**config.mk**
```make
export PLATFORM = sky130hd
export DESIGN_NAME = board_rst_wake_cond
export DESIGN_NICKNAME = d
export VERILOG_FILES = /design/src/rtl/board_rst_wake_cond_pkg.sv /design/src/rtl/board_rst_wake_cond_pad_debounce.sv /design/src/rtl/board_rst_wake_cond.sv
export SDC_FILE = /design/constraint.sdc
export NUM_CORES = 1
export LEC_CHECK = 0
export ABC_AREA = 1
export BUFFER_PORTS_ARGS = -buffer_cell sky130_fd_sc_hd__buf_2
export CELL_PAD_IN_SITES_DETAIL_PLACEMENT = 0
export CELL_PAD_IN_SITES_GLOBAL_PLACEMENT = 1
export CORE_MARGIN = 2
export CORE_UTILIZATION = 44
export CTS_BUF_LIST = sky130_fd_sc_hd__clkbuf_4 sky130_fd_sc_hd__clkbuf_8
export CTS_CLUSTER_SIZE = 28
export DETAILED_ROUTE_END_ITERATION = 10
export HOLD_SLACK_MARGIN = 0.1
export PLACE_DENSITY = 0.9
export SLEW_MARGIN = 20
export SYNTH_ARGS = -nofsm -noshare
export SYNTH_HDL_FRONTEND = slang
export SYNTH_SLANG_ARGS = --single-unit
export TNS_END_PERCENT = 30
```
**constraint.sdc**
```tcl
create_clock -name clk -period 1.7 [get_ports clk]
set_clock_uncertainty 0.05 [all_clocks]
set_input_delay 0.255 -clock clk [delete_from_list [all_inputs] [get_ports clk]]
set_output_delay 0.255 -clock clk [all_outputs]
set_load 0.01 [all_outputs]
```
**src/rtl/board_rst_wake_cond_pkg.sv**
```systemverilog
// Shared state encoding and default timing constants for the board
// reset/wake input conditioner.
package board_cond_pkg;

    localparam int unsigned STATE_W          = 2;
    localparam int unsigned DEF_DEBOUNCE_CYC = 16000;
    localparam int unsigned DEF_RST_STRETCH  = 256;

    typedef enum logic [STATE_W-1:0] {
        HOLD    = 2'd0,
        STRETCH = 2'd1,
        RUN     = 2'd2
    } rst_state_e;

endpackage

```
**src/rtl/board_rst_wake_cond_pad_debounce.sv**
```systemverilog
// Synchroniser plus debouncer for one raw board pad; the accepted level only
// changes after the synchronised input has differed for DEBOUNCE_CYC cycles.
module pad_debounce
    import board_cond_pkg::*;
#(
    parameter int unsigned SYNC_STAGES  = 2,
    parameter int unsigned DEBOUNCE_CYC = DEF_DEBOUNCE_CYC,
    parameter logic        RST_VAL      = 1'b1
) (
    input  logic clk,
    input  logic rst_n,
    input  logic din_raw,
    output logic dout,
    output logic rise
);

    localparam int unsigned      CNT_W    = $clog2(DEBOUNCE_CYC + 1);
    localparam logic [CNT_W-1:0] CNT_LAST = CNT_W'(DEBOUNCE_CYC - 1);

    logic [SYNC_STAGES-1:0] sync_q, sync_d;
    logic [CNT_W-1:0]       cnt_q, cnt_d;
    logic                   level_q, level_d;
    logic                   rise_q, rise_d;
    logic                   s;

    assign s = sync_q[SYNC_STAGES-1];

    always_comb begin
        sync_d  = {sync_q[SYNC_STAGES-2:0], din_raw};
        level_d = level_q;
        rise_d  = 1'b0;
        cnt_d   = '0;
        // Any cycle agreeing with the accepted level restarts the qualification.
        if (s != level_q) begin
            if (cnt_q >= CNT_LAST) begin
                level_d = ~level_q;
                rise_d  = ~level_q;
            end else begin
                cnt_d = cnt_q + 1'b1;
            end
        end
    end

    always_ff @(posedge clk or negedge rst_n) begin
        if (!rst_n) begin
            sync_q  <= {SYNC_STAGES{RST_VAL}};
            cnt_q   <= '0;
            level_q <= RST_VAL;
            rise_q  <= 1'b0;
        end else begin
            sync_q  <= sync_d;
            cnt_q   <= cnt_d;
            level_q <= level_d;
            rise_q  <= rise_d;
        end
    end

    assign dout = level_q;
    assign rise = rise_q;

endmodule

```
**src/rtl/board_rst_wake_cond.sv**
```systemverilog
// Board reset/wake conditioner: debounced buttons feed a reset sequencer that
// stretches the SoC AON reset; the wake pad is conditioned independently.
module board_rst_wake_cond
    import board_cond_pkg::*;
#(
    parameter int unsigned DEBOUNCE_CYC = DEF_DEBOUNCE_CYC,
    parameter int unsigned RST_STRETCH  = DEF_RST_STRETCH,
    parameter int unsigned SYNC_STAGES  = 2
) (
    input  logic               clk,
    input  logic               rst_n,
    input  logic               fpga_rst_n_raw,
    input  logic               mcu_rst_n_raw,
    input  logic               wakeup_raw,
    output logic               soc_erst_n,
    output logic               dwakeup_n,
    output logic               wake_pulse,
    output logic [STATE_W-1:0] rst_state
);

    localparam int unsigned      STR_W    = $clog2(RST_STRETCH + 1);
    localparam logic [STR_W-1:0] STR_LAST = STR_W'(RST_STRETCH - 1);

    logic       fpga_lvl, mcu_lvl, wake_lvl, wake_rise, btn_ok;
    logic [1:0] btn_rise_unused;

    rst_state_e       state_q, state_d;
    logic [STR_W-1:0] scnt_q, scnt_d;
    logic             soc_erst_n_q, soc_erst_n_d;
    logic             dwakeup_n_q, dwakeup_n_d;
    logic             wake_pulse_q, wake_pulse_d;

    pad_debounce #(.SYNC_STAGES(SYNC_STAGES), .DEBOUNCE_CYC(DEBOUNCE_CYC), .RST_VAL(1'b1)) u_fpga_db (
        .clk(clk), .rst_n(rst_n), .din_raw(fpga_rst_n_raw), .dout(fpga_lvl), .rise(btn_rise_unused[0])
    );
    pad_debounce #(.SYNC_STAGES(SYNC_STAGES), .DEBOUNCE_CYC(DEBOUNCE_CYC), .RST_VAL(1'b1)) u_mcu_db (
        .clk(clk), .rst_n(rst_n), .din_raw(mcu_rst_n_raw), .dout(mcu_lvl), .rise(btn_rise_unused[1])
    );
    pad_debounce #(.SYNC_STAGES(SYNC_STAGES), .DEBOUNCE_CYC(DEBOUNCE_CYC), .RST_VAL(1'b0)) u_wake_db (
        .clk(clk), .rst_n(rst_n), .din_raw(wakeup_raw), .dout(wake_lvl), .rise(wake_rise)
    );

    assign btn_ok = fpga_lvl & mcu_lvl;

    always_comb begin
        state_d = state_q;
        scnt_d  = scnt_q;
        unique case (state_q)
            HOLD: begin
                if (btn_ok) begin
                    state_d = STRETCH;
                    scnt_d  = '0;
                end
            end
            STRETCH: begin
                // A fresh press outranks stretch completion in the same cycle.
                if (!btn_ok) begin
                    state_d = HOLD;
                    scnt_d  = '0;
                end else if (scnt_q >= STR_LAST) begin
                    state_d = RUN;
                end else begin
                    scnt_d = scnt_q + 1'b1;
                end
            end
            RUN: begin
                if (!btn_ok) state_d = HOLD;
            end
            default: state_d = HOLD;
        endcase
        soc_erst_n_d = (state_d == RUN);
        dwakeup_n_d  = ~wake_lvl;
        wake_pulse_d = wake_rise && (state_q == RUN);
    end

    always_ff @(posedge clk or negedge rst_n) begin
        if (!rst_n) begin
            state_q      <= HOLD;
            scnt_q       <= '0;
            soc_erst_n_q <= 1'b0;
            dwakeup_n_q  <= 1'b1;
            wake_pulse_q <= 1'b0;
        end else begin
            state_q      <= state_d;
            scnt_q       <= scnt_d;
            soc_erst_n_q <= soc_erst_n_d;
            dwakeup_n_q  <= dwakeup_n_d;
            wake_pulse_q <= wake_pulse_d;
        end
    end

    assign soc_erst_n = soc_erst_n_q;
    assign dwakeup_n  = dwakeup_n_q;
    assign wake_pulse = wake_pulse_q;
    assign rst_state  = state_q;

endmodule

```
==> Flow_metrics.wiki <==
{| class="wikitable"
! Metric !! Value
|-
| Htree depth || 3
|-
| Cell Chain, Critical Path || ha_2, nand4_1, nor3b_2, ha_2, nor2_2, nand2_2, buf_4, buf_4, inv_1, nand4_1, nand2_1
|-
| Initial Util || ~45%
|-
| Launching element type of the critical path || flip-flop
|-
| Area of the core || around 7200 µm²
|-
| Post-layout minimum cycle time || 1.67 ns
|-
| Critical path data arrival time || around 1.9 ns
|-
| Worst IR Drop VDD || between 0.6 and 0.7 mV
|-
| Number of enable flip-flop cells after synthesis || 0
|-
| Share of the synthesized area in the top cell type || about 45%
|-
| Synth Cell Area || 3270 µm²
|-
| Path type of the worst setup path || flip-flop to flip-flop
|-
| Wire length of the first global-routing pass || between 10,000 and 15,000 µm
|-
| First-pass detailed-route iteration total || 4
|-
| Leakage component of the power || about 1.8 nW
|-
| Total Power Consumption || between 3 and 4 mW
|-
| Worst hold path endpoint || u_wake_db.sync_q[1]
|-
| Sequential fraction of the synthesis area || about 51%
|-
| Max-cap violations || 0
|-
| Drt total wl || roughly 6200 µm
|-
| Hold path start || u_wake_db.sync_q[0]
|-
| Antenna violations before repair || 0
|-
| Number of core rows || 31
|-
| Final setup TNS || 0 ns
|-
| Count of unique library cells instantiated by Yosys || 25
|-
| Critical-path cell with the highest stage delay || sky130_fd_sc_hd__dfrtp_1
|-
| Most numerous cell types in the synthesized netlist || sky130_fd_sc_hd__nand2_1, sky130_fd_sc_hd__nor2_1, sky130_fd_sc_hd__dfrtp_1, sky130_fd_sc_hd__inv_1, sky130_fd_sc_hd__nand3_1
|-
| Total instance count after detailed placement || 521
|-
| Actual slew at the worst max-slew pin || ~0.7 ns
|-
| Global placement routability congestion || 0.844
|-
| Post-detailed-route DRC marker count || 0
|-
| Min-delay worst type || flip-flop to flip-flop
|-
| Count of clock tree sinks || 66
|-
| Net count after synthesis || between 400 and 500
|-
| Final antenna diode count || 0
|-
| Worst path max stage delay || between 0.3 and 0.4 ns
|-
| Post-synth top flop || sky130_fd_sc_hd__dfrtp_1
|-
| Cell internal pwr || approximately 2.4 mW
|-
| Clock latency at the later pin of the worst-skew pair || between 0.3 and 0.4 ns
|-
| GR Util All Layers || around 17%
|-
| Input/output buffers || 9
|-
| Worst reg2reg path endpoint || scnt_q[5]
|-
| Most used standard cell by instance count after synthesis || sky130_fd_sc_hd__nand2_1
|-
| Vias per cell || 4.72
|-
| RSZ-0062 raised after global routing || yes
|-
| Setup violation total in the final timing report || 0
|-
| Chip Height || about 90 µm
|-
| Fraction of power spent switching nets || a little over a fifth
|-
| Final std cell area, no fill || between 3000 and 4000 µm²
|-
| Overall overflow remaining after global route || 0
|-
| Number of slew-limit violations in the final report || 0
|-
| Layout overhead on the synthesized area || 19.3%
|-
| Routed length per placed instance || around 11 µm
|-
| Area of the die || between 8000 and 9000 µm²
|-
| Iteration-0 DRC Markers || ~120
|-
| Final setup margin || between 0.02 and 0.03 ns
|-
| Number of global-route vias before repair || 2,579
|-
| Mean instance size in the synthesized netlist || 8.16 µm²
|-
| Clock transition time at the flip-flop clock pins of the worst setup and hold paths || roughly 0.07 ns
|-
| Crit Path Max Fanout || 2
|-
| Core Util, Final || approximately 54%
|-
| Clock Path Buffers || 2
|-
| Post-place setup slack || -0.0208 ns
|-
| Worst Hold Margin || ~0.30 ns
|-
| Cell taking the most area after synthesis || sky130_fd_sc_hd__dfrtp_1
|-
| Maximum number of pins on one net before global-route repair || 36
|-
| CP Data Required Time || 1.88 ns
|-
| Hold Path Cell Cnt || 0
|-
| Final Non-Filler Cells || about 550
|-
| Endpoint class of the critical path || flip-flop
|-
| Worst-case headroom to the max-slew limit || 52.2%
|-
| Share of the cycle needed by the critical path after routing || 98.3%
|-
| TritonCTS Buffers || 9
|-
| TritonCTS clock tree || built
|-
| Clock power share || roughly 44%
|-
| Fraction of layout instances using a drive strength above 1 || about a fifth
|-
| Post-synthesis async set-or-reset flop share || 100%
|-
| Gate power share || approximately 3.7%
|-
| Outcome || completed
|-
| Final hold violation count || 0
|-
| Depth of the worst register-to-register path || 11
|-
| Portion of total power attributed to sequential cells || between 50% and 60%
|-
| Via total after detailed routing || between 2,000 and 3,000
|-
| Synthesized instance count || about 400
|-
| Detail Placement HPWL || about 4300 µm
|-
| Top-level I/O count || 10
|-
| Final antenna-violating net count || 0
|-
| Flop and latch count out of synthesis || 66
|-
| Number of warnings reported in the yosys synthesis log || 0
|-
| Highest achievable clock rate || 599 MHz
|-
| Top area cells in the synthesized netlist || sky130_fd_sc_hd__dfrtp_1, sky130_fd_sc_hd__nand2_1, sky130_fd_sc_hd__nor2_1
|-
| Power density over the cells || about 790 nW/µm²
|-
| Net switching power of the design || approximately 650 µW
|-
| Die Width || approximately 90 µm
|-
| Reg2Reg Setup Slack || just under 0.03 ns
|-
| Reg2reg start || scnt_q[1]
|-
| Placed cell area || 3540 µm²
|-
| # nets final || around 450
|-
| Clock tree root buffer cell || sky130_fd_sc_hd__clkbuf_8
|}
## critical path, delay by kind of cell (launching register included)
kind | cells | cell delay [ns]
and+or+nand+nor | 6 | 0.54
adders and majority gates | 2 | 0.38
DFF | 1 | 0.36
buffers and inverters | 3 | 0.24
## routing by layer
metal  vias to the layer above  share of wire [%]  global-route usage (%)
met5                         -                  0                       0
met4                         0                1.7                    6.92
met3                        10                2.7                    2.92
met2                        31                 47                    26.9
met1                      1199                 49                    22.9
li1                       1340                  -                       -
## logic make-up (layout without fill, tap and decap cells)
logic type      count (synthesis)  after routing  synth area share [%]
simple gates                  242            243                  32.6
xor+xnor                       22             22                  5.89
flops                          66             66                  50.7
buf+inv                        48             94                  5.85
fa+ha+maj                       5              5                  1.91
compound gates                 18             18                  2.98
## flip-flops by register name, summed over array words and instances, names as in the netlist
name and flops:
u_mcu_db.dout 1, u_wake_db.cnt_q 14, u_mcu_db.cnt_q 14, dwakeup_n 1, soc_erst_n 1, u_fpga_db.dout 1
u_wake_db.dout 1, scnt_q 9, u_mcu_db.sync_q 2, u_wake_db.sync_q 2, u_wake_db.rise 1, u_fpga_db.cnt_q 14
u_fpga_db.sync_q 2, wake_pulse 1, rst_state 2
## how the worst max path moves through the flow
stage / start / endpoint / slack [ns]
6_report: scnt_q[1] / scnt_q[5] / 0.03
5_1_grt: scnt_q[0] / scnt_q[1] / -0.11
4_1_cts: scnt_q[0] / scnt_q[1] / 0.009
3_5_place_dp: scnt_q[0] / scnt_q[2] / -0.02
3_3_place_gp: scnt_q[0] / scnt_q[5] / 0.08
2_1_floorplan: scnt_q[0] / scnt_q[7] / 0.005
## cell type report
type	instances	area [µm²]
tap	99	124
inverter	46	173
multi-input combinational	288	1490
clock buffer	14	174
timing repair buffer	32	251
fill	681	3310
clock inverter	2	35.0
sequential	66	1660
## cell usage in the layout, fill, tap and decap left out
cell	instances
sky130_fd_sc_hd__nand3b_1	2
sky130_fd_sc_hd__o21ai_2	2
sky130_fd_sc_hd__buf_4	15
sky130_fd_sc_hd__o21ai_0	12
sky130_fd_sc_hd__nand3_2	5
sky130_fd_sc_hd__inv_2	2
sky130_fd_sc_hd__nor3_1	10
sky130_fd_sc_hd__nand2_4	8
sky130_fd_sc_hd__bufinv_16	1
sky130_fd_sc_hd__xnor2_1	5
sky130_fd_sc_hd__nand2_1	103
sky130_fd_sc_hd__clkbuf_4	3
sky130_fd_sc_hd__nand3_1	26
sky130_fd_sc_hd__nor2_2	2
sky130_fd_sc_hd__or2_2	2
sky130_fd_sc_hd__a21oi_1	4
sky130_fd_sc_hd__buf_12	1
sky130_fd_sc_hd__inv_1	44
sky130_fd_sc_hd__dlygate4sd3_1	4
sky130_fd_sc_hd__dfrtp_1	59
sky130_fd_sc_hd__nor2_4	2
sky130_fd_sc_hd__dfstp_2	7
sky130_fd_sc_hd__nor2_1	69
sky130_fd_sc_hd__nand2_2	4
sky130_fd_sc_hd__buf_2	9
sky130_fd_sc_hd__nor3b_2	1
sky130_fd_sc_hd__clkbuf_8	11
sky130_fd_sc_hd__xor2_1	17
sky130_fd_sc_hd__buf_6	3
sky130_fd_sc_hd__clkinv_2	1
sky130_fd_sc_hd__nand4_1	9
sky130_fd_sc_hd__ha_2	5
## power by group through the flow
stage	clock (mW)	combinational [mW]	sequential (mW)
4_1_cts	1.40	0.113	1.62
3_3_place_gp	0	0.103	1.64
3_5_place_dp	0	0.105	1.64
2_1_floorplan	0	0.0516	1.64
6_report	1.37	0.114	1.62
5_1_grt	1.47	0.138	1.62
## what timing repair did
| item | in CTS | in global routing |
|---|---|---|
| endpoints found under the setup margin | 9 | 41 |
| pin swaps | 2 | 9 |
| gates cloned | 0 | 1 |
| gates resized for setup | 2 | 17 |
| hold endpoints to repair | 18 | 0 |
| hold buffers | 4 | 0 |
| setup buffers | 1 | 4 |
(Power assumes the default switching activity.)
